## src/rtl/logic_gate_pipe.sv

```systemverilog
// logic_gate_pipe: two-stage pipelined bitwise gate unit (AND/OR/NAND/NOR/XOR/XNOR/NOT A) with zero/parity/error flags.
// Latency: accept at edge N, result valid after edge N+1, consumed at N+2 at the earliest; one word per cycle sustained.
// Backpressure: in_ready is combinational from out_ready (no skid buffer); capacity 2 words; LOGIC_GATE_PIPE_STATS_EN enables stat_count.
module logic_gate_pipe #(
  parameter int WIDTH = 8
) (
  input  logic             clk,
  input  logic             rst,
  input  logic             in_valid,
  output logic             in_ready,
  input  logic [WIDTH-1:0] in_a,
  input  logic [WIDTH-1:0] in_b,
  input  logic [2:0]       in_op,
  output logic             out_valid,
  input  logic             out_ready,
  output logic [WIDTH-1:0] out_y,
  output logic             out_zero,
  output logic             out_parity,
  output logic             out_err,
  output logic [15:0]      stat_count
);

  localparam logic [2:0] OP_AND  = 3'd0;
  localparam logic [2:0] OP_OR   = 3'd1;
  localparam logic [2:0] OP_NAND = 3'd2;
  localparam logic [2:0] OP_NOR  = 3'd3;
  localparam logic [2:0] OP_XOR  = 3'd4;
  localparam logic [2:0] OP_XNOR = 3'd5;
  localparam logic [2:0] OP_NOTA = 3'd6;
  localparam logic [2:0] OP_RSVD = 3'd7;

  logic             s1_valid;
  logic [WIDTH-1:0] s1_a;
  logic [WIDTH-1:0] s1_b;
  logic [2:0]       s1_op;

  logic             s2_load;
  logic             s1_load;
  logic [WIDTH-1:0] res;

  // S2 frees when empty or being drained; S1 frees when empty or moving into S2.
  assign s2_load  = !out_valid || out_ready;
  assign s1_load  = !s1_valid || s2_load;
  assign in_ready = s1_load;

  // Gate function on the S1 word; reserved opcode forces a zero result.
  always_comb begin
    res = '0;
    case (s1_op)
      OP_AND:  res = s1_a & s1_b;
      OP_OR:   res = s1_a | s1_b;
      OP_NAND: res = ~(s1_a & s1_b);
      OP_NOR:  res = ~(s1_a | s1_b);
      OP_XOR:  res = s1_a ^ s1_b;
      OP_XNOR: res = ~(s1_a ^ s1_b);
      OP_NOTA: res = ~s1_a;
      default: res = '0;
    endcase
  end

  // Stage 1: capture operands whenever the stage can take a new word.
  always_ff @(posedge clk) begin
    if (rst) begin
      s1_valid <= 1'b0;
      s1_a     <= '0;
      s1_b     <= '0;
      s1_op    <= '0;
    end else if (s1_load) begin
      s1_valid <= in_valid;
      if (in_valid) begin
        s1_a  <= in_a;
        s1_b  <= in_b;
        s1_op <= in_op;
      end
    end
  end

  // Stage 2: result and flags are loaded together so they stay coherent; they hold while stalled.
  always_ff @(posedge clk) begin
    if (rst) begin
      out_valid  <= 1'b0;
      out_y      <= '0;
      out_zero   <= 1'b0;
      out_parity <= 1'b0;
      out_err    <= 1'b0;
    end else if (s2_load) begin
      out_valid <= s1_valid;
      if (s1_valid) begin
        out_y      <= res;
        out_zero   <= (res == '0);
        out_parity <= ^res;
        out_err    <= (s1_op == OP_RSVD);
      end
    end
  end

`ifdef LOGIC_GATE_PIPE_STATS_EN
  logic [15:0] stat_q;

  // Saturating count of output transfers.
  always_ff @(posedge clk) begin
    if (rst) begin
      stat_q <= '0;
    end else if (out_valid && out_ready && (stat_q != 16'hFFFF)) begin
      stat_q <= stat_q + 16'd1;
    end
  end

  assign stat_count = stat_q;
`else
  assign stat_count = 16'h0000;
`endif

endmodule
```

## config.mk

```make
export PLATFORM = sky130hd
export DESIGN_NAME = logic_gate_pipe
export DESIGN_NICKNAME = d
export VERILOG_FILES = /design/src/rtl/logic_gate_pipe.sv
export SDC_FILE = /design/constraint.sdc
export NUM_CORES = 1
export LEC_CHECK = 0
export BUFFER_PORTS_ARGS = -buffer_cell sky130_fd_sc_hd__buf_2
export CAP_MARGIN = 20
export CORE_MARGIN = 10
export CORE_UTILIZATION = 35
export DETAILED_ROUTE_END_ITERATION = 6
export MAX_ROUTING_LAYER = met4
export PLACE_DENSITY = 0.56
export SETUP_SLACK_MARGIN = 0.02
export SLEW_MARGIN = 15
export SYNTH_ARGS = -nofsm -noshare
export SYNTH_HDL_FRONTEND = slang
export SYNTH_SLANG_ARGS = --single-unit
```

## constraint.sdc

```tcl
create_clock -name clk -period 2.51 [get_ports clk]
set_clock_uncertainty 0.2 [all_clocks]
set_input_delay 0.1255 -clock clk [delete_from_list [all_inputs] [get_ports clk]]
set_output_delay 0.1255 -clock clk [all_outputs]
set_load 0.005 [all_outputs]
```

==> flow_summary.json, run 1 <==
{
  "status": "complete, no violations",
  "tritoncts": "built",
  "sw_frac_of_total": 0.277,
  "initial_core_util": 0.359,
  "met2_usage": 0.160,
  "p_per_area_nw_per_um2": 504,
  "finalPower_mw": 1.38,
  "cts.sink_count": 32,
  "crit_family": "adder cells",
  "ys_ff_latch": 32,
  "finalMaxSlewViolations": 0,
  "startpoint_type": "register",
  "endpoint_kind": "register",
  "power.share.clock": 0.357,
  "yosys.area.top_type": "dfxtp_1",
  "place_inst": 373,
  "seq_power_share": 0.411,
  "final_cells": 400,
  "cts_max_level": 2,
  "hold_viol": 0,
  "worst_ir_drop_vdd_mv": 0.290,
  "ys_warn_count": 0,
  "arrival_ps": 2350,
  "total_leakage_power_nw": 1.22,
  "synth_cell_type_count": 32,
  "wirelength_mm": 5.69,
  "post_cts_buffers": 0,
  "syn_area_um2": 2260,
  "synth_area_leaders": "dfxtp_1, ha_1, a21oi_1",
  "vias_per_cell": 5.03,
  "setup_violations": 0,
  "dieWidth_um": 100,
  "worstSetupPathType": "register to register",
  "hold_ws_ps": 67.4,
  "routabilityCongestion": 0.800,
  "setup_ws_ps": 150,
  "grt-busiest-layer": "met1",
  "p_int_mw": 0.999,
  "netlist.area_leader.share": 0.283,
  "layout_common_cells": "buf_2, a21oi_1, dfxtp_1",
  "nets": 365,
  "critPathMaxStageDelay_ps": 370,
  "met3_usage": 0.0288,
  "cp_max_fo": 4,
  "grt.met1_usage": 0.171,
  "worstPathCellList": "inv_1, ha_1, mux2i_1, a32o_1, nor3_1, ha_1, xnor2_1, xnor2_1, a311oi_1",
  "hold_path_class": "primary input to register",
  "clock_latency_ps": 290,
  "avgSynthCellArea_um2": 8.11,
  "cts_buffer_depth": 2,
  "min_period_over_period": 0.940,
  "die_h_um": 100,
  "grtUsageTotal": 0.119,
  "drc": 0,
  "n_antenna_cell": 0,
  "tns_ps": 0,
  "num_vias": 2012,
  "syn_to_final_growth_pct": 21.3,
  "firstDrtPassIters": 4,
  "final_core_util": 0.435,
  "grt_pass1_vias": 1995,
  "dpl_cell_area_um2": 2420,
  "finalCriticalPeriod_ps": 2360,
  "seq_area_frac_synth": 0.283,
  "layout_commonest_cell": "buf_2",
  "ant_nets": 0,
  "drive_above_1_share": 0.201,
  "n_fill_cell": 662,
  "crit_slowest_cell": "dfxtp_1",
  "port_buffers": 35,
  "p_switching_mw": 0.383,
  "maxCapViolCount": 0,
  "antenna_found_initial": 0,
  "wl_per_cell_um": 14.2,
  "final_area_um2": 2750,
  "clk_pin_slew_ps": 70,
  "grt_max_degree": 43,
  "pin_count": 52,
  "cts-root-buf": "clkbuf_8",
  "tightest_slew_ps": 677,
  "rows": 29,
  "slew_headroom": 0.548,
  "dieArea_um2": 10100,
  "drt_iter0_markers": 88,
  "cts_made_buffers": 5,
  "fmax_mhz": 424,
  "dpl_worst_slack_ps": 168,
  "grt.overflow.total": 0,
  "dp_hpwl_mm": 4.18,
  "critPathRequiredTime_ps": 2500,
  "synthCells": 279,
  "power_frac_comb": 0.232,
  "grt_pass1_wl_mm": 9.87,
  "core-area_um2": 6310,
  "critPathBufInv": 1
}
-- layer usage --
metal,up-vias,part of all wire
met4,0,0.0067
met1,905,0.55
met5,-,0
met3,5,0.052
met2,55,0.39
li1,1047,-
-- sequential cells by signal (all words and copies together) (netlist names) --
signal	cells
out_zero	1
out_valid	1
s1_op	3
s1_valid	1
out_err	1
out_parity	1
s1_b	8
out_y	8
s1_a	8
-- final timing paths --
check | startpoint | to | slack, ps | cells after the start
worst max-delay path | s1_a[0] | out_parity | 150 | 9
worst min-delay path | in_valid | s1_b[2] | 70 | 3
worst max register to register | s1_a[0] | out_parity | 150 | 9
worst min register to register | out_zero | out_zero | 270 | 2
-- power by group through the flow --
| stage | logic [mW] | registers, mW | clock network, mW |
|---|---|---|---|
| detailed placement | 0.284 | 0.579 | 0 |
| floorplan | 0.232 | 0.570 | 0 |
| global placement | 0.279 | 0.578 | 0 |
| CTS | 0.307 | 0.567 | 0.503 |
| finish | 0.321 | 0.567 | 0.494 |
| global route | 0.363 | 0.572 | 0.525 |
-- synthesized netlist by cell type --
master	number
o21ai_1	1
nand4_1	1
xnor2_1	3
ha_1	20
nor2b_1	3
and3b_1	1
conb_1	1
buf_4	17
a32o_1	8
a311oi_1	1
nand2b_1	5
buf_1	3
and4b_2	3
and4b_1	5
inv_1	20
a21o_1	8
mux2i_1	8
a21oi_1	32
buf_6	3
and3_1	1
nand2b_2	4
buf_2	2
o311a_1	8
or3_1	9
dfxtp_1	32
nor3_1	8
or2_2	1
o21ai_0	20
nand2_1	16
clkbuf_1	14
clkbuf_2	1
nand3_1	20
-- worst min-delay path, cell delays in order --
cell	delay [ps]
buf_2	220
nand3_1	110
a21oi_1	60
-- cells by family (layout without fill, tap and decap cells) --
kind of cell | count (synthesis) | in the layout | share of synthesized area
buffers and inverters | 60 | 89 | 0.139
adder cells (fa/ha/maj) | 20 | 20 | 0.111
AND/OR/NAND/NOR | 77 | 77 | 0.200
XOR/XNOR | 3 | 3 | 0.0116
other | 1 | 16 | 0.00166
multiplexers | 8 | 8 | 0.0354
flip-flops | 32 | 32 | 0.283
AO/OA/AOI/OAI | 78 | 78 | 0.218
-- cell type report --
cell class | count | area [um^2] | area share
multi-input combinational | 202 | 1390 | 0.507
sequential | 32 | 644 | 0.235
timing repair buffer | 61 | 430 | 0.157
clock inverter | 2 | 35.0 | 0.0128
clock buffer | 6 | 72.6 | 0.0264
tap | 77 | 96.3 | 0.0351
inverter | 20 | 75.1 | 0.0273
-- timing repair --
item	in CTS	in global routing
hold buffers	19	0
endpoints found under the setup margin	0	1
resized for setup	0	8
hold endpoints to repair	19	0
Note: power is estimated with default switching activity, not from simulation.
==> inputs of run 2 (changes only) <==
--- a/config.mk
+++ b/config.mk
@@ -7,7 +7,7 @@
 export LEC_CHECK = 0
 export BUFFER_PORTS_ARGS = -buffer_cell sky130_fd_sc_hd__buf_2
 export CAP_MARGIN = 20
-export CORE_MARGIN = 10
+export CORE_MARGIN = 4
 export CORE_UTILIZATION = 35
 export DETAILED_ROUTE_END_ITERATION = 6
 export MAX_ROUTING_LAYER = met4
==> run 2 against run 1 <==
  * Critical path depth did not move
  * Via count grew 2.1%
  * Utilization fell by 0.060 points
  * Wire length is 3.4% lower
  * Critical endpoint unchanged
  * Flip-flop and latch count unchanged
  * Clock power decreased by 0.8%
  * Combinational power up 2%
  * Design area shrank 0.14%
  * Setup slack worse by 2.5 ps
==> flow_summary.json, run 2 (synthesis gave the netlist of run 1 again) <==
{
  "status": "complete, no violations",
  "startpoint_type": "register",
  "finalPower_mw": 1.38,
  "cts_made_buffers": 5,
  "layout_common_cells": "buf_2, a21oi_1, dfxtp_1",
  "cp-startpoint": "s1_a[6]",
  "wirelength_mm": 5.50,
  "worst_ir_drop_vdd_mv": 0.393,
  "cp_max_fo": 4,
  "reg_top3": "out_y: 8 flops, s1_a: 8 flops, s1_b: 8 flops",
  "p_per_area_nw_per_um2": 505,
  "cts-root-buf": "clkbuf_8",
  "initial_core_util": 0.359,
  "multi_input_area_um2": 1390,
  "endpoint_kind": "register",
  "dieWidth_um": 88.4,
  "layout_commonest_cell": "buf_2",
  "clock_latency_ps": 290,
  "setup_ws_ps": 147,
  "hold_path_class": "primary input to register",
  "grt.overflow.total": 0,
  "drive_above_1_share": 0.195,
  "routabilityCongestion": 0.805,
  "cts_max_level": 2,
  "setup_violations": 0,
  "finalMaxSlewViolations": 0,
  "dpl_worst_slack_ps": 127,
  "tns_ps": 0,
  "crit_top_cell": "ha_1",
  "grt_pass1_vias": 1899,
  "hold_ws_ps": 59.5,
  "hp-start": "in_valid",
  "maxCapViolCount": 0,
  "timing.rr.start": "s1_a[6]",
  "drc": 0,
  "cts.sink_count": 32,
  "worstPathCellList": "inv_1, ha_1, mux2i_1, a32o_1, nor3_1, ha_1, xnor2_2, xnor2_1, a311oi_1",
  "tightest_slew_ps": 702,
  "num_vias": 2054,
  "register_area_um2": 643,
  "min_period_over_period": 0.941,
  "hold_viol": 0,
  "critPathRequiredTime_ps": 2500,
  "grtUsageTotal": 0.153,
  "n_antenna_cell": 0,
  "dieArea_um2": 7820,
  "finalCriticalPeriod_ps": 2360,
  "worstSetupPathType": "register to register",
  "antenna_found_initial": 0,
  "core-area_um2": 6310,
  "slew_headroom": 0.531,
  "cts_buffer_depth": 2,
  "syn_to_final_growth_pct": 21.1,
  "final_core_util": 0.434,
  "critPathMaxStageDelay_ps": 380,
  "pin_count": 52,
  "nets": 365,
  "critPathBufInv": 1,
  "tritoncts": "built",
  "ant_nets": 0,
  "clk_pin_slew_ps": 70,
  "rsz0062_at_grt": "false",
  "rows": 29,
  "grt_max_degree": 43,
  "dp_hpwl_mm": 3.93,
  "vias_per_cell": 5.14,
  "arrival_ps": 2360,
  "wl_per_cell_um": 13.7,
  "crit_family": "adder cells",
  "die_h_um": 88.4,
  "port_buffers": 35,
  "fmax_mhz": 423,
  "drt_iter0_markers": 143,
  "total_leakage_power_nw": 1.22,
  "n_fill_cell": 645,
  "firstDrtPassIters": 5,
  "grt_pass1_wl_mm": 9.02,
  "crit_slowest_cell": "dfxtp_1"
}
==> run 2: cell types whose count changed in the layout (fill, tap and decap cells not counted) <==
| cell | delta |
|---|---|
| dfxtp_1 | +1 |
| nor3_2 | -2 |
| xnor2_2 | +1 |
| xnor2_1 | -1 |
| nor3_1 | +2 |
| dfxtp_2 | -1 |
==> run 2: cell type report <==
type / count / share of cell area
Sequential cell: 32 / 0.235
Tap cell: 77 / 0.0351
Inverter: 20 / 0.0274
Clock inverter: 2 / 0.0128
Multi-Input combinational cell: 202 / 0.507
Clock buffer: 6 / 0.0265
Timing Repair Buffer: 61 / 0.157
==> run 2: final timing paths <==
kind	endpoint	slack, ps	cells after the start
setup / recovery	out_parity	150	9
hold reg to reg	out_zero	270	2
hold / removal	s1_b[6]	60	3
setup reg to reg	out_parity	150	9
==> run 2: worst reg2reg max path, stage by stage, from the launching register on <==
cell	delay, ps
dfxtp_1	380
inv_1	60
ha_1	310
mux2i_1	70
a32o_1	250
nor3_1	200
ha_1	280
xnor2_2	150
xnor2_1	120
a311oi_1	250
==> run 2: routing by layer <==
layer	vias up	GRT usage	wire length, um
met1	926	0.214	2680
met4	0	0.0453	61
met3	7	0.0335	396
met5	-	-	0
li1	1042	-	-
met2	79	0.218	2360
==> run 2: repair_timing <==
action / 4_1_cts / 5_1_grt
buffers inserted: 0 / 0
hold buffers: 19 / 0
endpoints found under the hold margin: 19 / 0
setup endpoints to repair: 0 / 1
resized for setup: 0 / 6
==> run 2: per-stage QoR <==
stage	cells	instance area, um^2
2_1_floorplan	294	2320
3_3_place_gp	373	2420
3_5_place_dp	373	2420
4_1_cts	400	2710
5_1_grt	400	2740
6_report	400	2740
==> run 2: power by group <==
part	switching [mW]	leakage [nW]	internal, mW
registers	0.0259	0.264	0.540
logic	0.159	0.904	0.170
clock network	0.196	0.0552	0.295
total	0.380	1.22	1.00
==> inputs of run 3 (changes only) <==
--- a/config.mk
+++ b/config.mk
@@ -11,7 +11,7 @@
 export CORE_UTILIZATION = 35
 export DETAILED_ROUTE_END_ITERATION = 6
 export MAX_ROUTING_LAYER = met4
-export PLACE_DENSITY = 0.56
+export PLACE_DENSITY = 0.54
 export SETUP_SLACK_MARGIN = 0.02
 export SLEW_MARGIN = 15
 export SYNTH_ARGS = -nofsm -noshare
==> run 3 against run 2 <==
  * Wire length down 5.4%
  * Power is 0.81% lower
  * Via count shrank 3.5%
  * Largest cell class unchanged
  * Flip-flop and latch count unchanged
  * Clock power shrank 2%
  * Non-clock buffer count grew 1
==> flow_summary.json, run 3 (synthesis gave the netlist of run 1 again) <==
{
  "grt.overflow.total": 0,
  "crit_slowest_cell": "dfxtp_1",
  "hold_ws_ps": 52.8,
  "die_h_um": 88.4,
  "port_buffers": 35,
  "reg_top3": "out_y: 8 flops, s1_a: 8 flops, s1_b: 8 flops",
  "dieWidth_um": 88.4,
  "cts_made_buffers": 5,
  "drive_above_1_share": 0.204,
  "dpl_worst_slack_ps": 55.1,
  "grtUsageTotal": 0.146,
  "min_period_over_period": 0.925,
  "layout_commonest_cell": "buf_2",
  "endpoint_kind": "register",
  "cp_max_fo": 4,
  "cts_buffer_depth": 2,
  "startpoint_type": "register",
  "ant_nets": 0,
  "wl_per_cell_um": 13.0,
  "initial_core_util": 0.359,
  "pin_count": 52,
  "maxCapViolCount": 0,
  "layout_common_cells": "buf_2, a21oi_1, dfxtp_1",
  "cts-root-buf": "clkbuf_8",
  "dp_hpwl_mm": 3.73,
  "dieArea_um2": 7820,
  "total_leakage_power_nw": 1.23,
  "nets": 366,
  "tns_ps": 0,
  "cts_max_level": 2,
  "n_antenna_cell": 0,
  "tritoncts": "built",
  "setup_ws_ps": 188,
  "crit_top_cell": "ha_1",
  "grt_pass1_vias": 1886,
  "clk_pin_slew_ps": 70,
  "antenna_found_initial": 0,
  "clock_latency_ps": 280,
  "drc": 0,
  "rows": 29,
  "vias_per_cell": 4.94,
  "routabilityCongestion": 0.806,
  "hold_path_class": "primary input to register",
  "status": "complete, no violations",
  "critPathMaxStageDelay_ps": 380,
  "setup_violations": 0,
  "worstPathCellList": "inv_1, ha_1, mux2i_1, a32o_1, nor3_1, ha_1, xnor2_2, xnor2_1, a311oi_1",
  "num_vias": 1982,
  "cts.sink_count": 32,
  "hold_viol": 0,
  "arrival_ps": 2310,
  "wirelength_mm": 5.20,
  "finalMaxSlewViolations": 0,
  "tightest_slew_ps": 655,
  "grt_pass1_wl_mm": 8.88,
  "worst_ir_drop_vdd_mv": 0.275,
  "fmax_mhz": 431,
  "drt_iter0_markers": 110,
  "core-area_um2": 6310,
  "rsz0062_at_grt": "false",
  "grt_max_degree": 43,
  "p_per_area_nw_per_um2": 499,
  "syn_to_final_growth_pct": 21.7,
  "finalCriticalPeriod_ps": 2320,
  "critPathRequiredTime_ps": 2490,
  "worstSetupPathType": "register to register",
  "slew_headroom": 0.562,
  "firstDrtPassIters": 4
}
[run 3: repair_timing]
item                                   in CTS  in global routing
buffers inserted                            0                  0
gates resized for setup                     1                  8
endpoints found under the hold margin      19                  0
setup endpoints to repair                   1                  1
hold buffers                               19                  0
[run 3: power by group]
part | internal, mW | leakage (nW) | switching [mW]
Combinational | 0.172 | 0.911 | 0.154
Sequential | 0.540 | 0.265 | 0.0272
Clock | 0.294 | 0.0552 | 0.185
Total | 1.01 | 1.23 | 0.367
[run 3: routing by layer]
| layer | wire length, um | part of all wire | global-route usage | vias up |
|---|---|---|---|---|
| met5 | 0 | 0 | - | - |
| met4 | 34 | 0.0065 | 0.0357 | 0 |
| li1 | - | - | - | 1045 |
| met2 | 2200 | 0.42 | 0.228 | 56 |
| met3 | 310 | 0.060 | 0.0345 | 5 |
| met1 | 2650 | 0.51 | 0.189 | 876 |
[run 3: final timing paths]
check	start	end	slack (ps)	cells past startpoint
worst max-delay path	s1_a[4]	out_parity	190	9
worst min-delay path	in_valid	s1_a[2]	50	3
worst max register to register	s1_a[4]	out_parity	190	9
worst min register to register	out_err	out_err	270	2
[run 3: stage by stage]
| stage | utilization | cells | power [mW] | cell area [um^2] |
|---|---|---|---|---|
| after detailed placement | 0.384 | 374 | 0.863 | 2420 |
| final | 0.436 | 401 | 1.37 | 2750 |
| after floorplan | - | 294 | 0.802 | 2320 |
| after global placement | 0.384 | 374 | 0.861 | 2420 |
| after global routing | 0.436 | 401 | 1.45 | 2750 |
| after CTS | 0.431 | 401 | 1.37 | 2720 |
[run 3: area by class of cell]
| cell class | instances | area (um^2) |
|---|---|---|
| clock buffers | 6 | 72.6 |
| flip-flops and latches | 32 | 646 |
| fillers | 662 | 3560 |
| multi-input cells | 202 | 1390 |
| repair buffers | 62 | 438 |
| clock inverters | 2 | 35.0 |
| well taps | 77 | 96.3 |
| inverters | 20 | 75.1 |
[run 3: critical path, delay by kind of cell, from the launching register on]
| kind | cells | cell delay, ps |
|---|---|---|
| flip-flops | 1 | 380 |
| AND/OR/NAND/NOR | 1 | 200 |
| multiplexers | 1 | 70 |
| XOR/XNOR | 2 | 270 |
| adder cells (fa/ha/maj) | 2 | 590 |
| AO/OA/AOI/OAI | 2 | 470 |
| buffers and inverters | 1 | 60 |
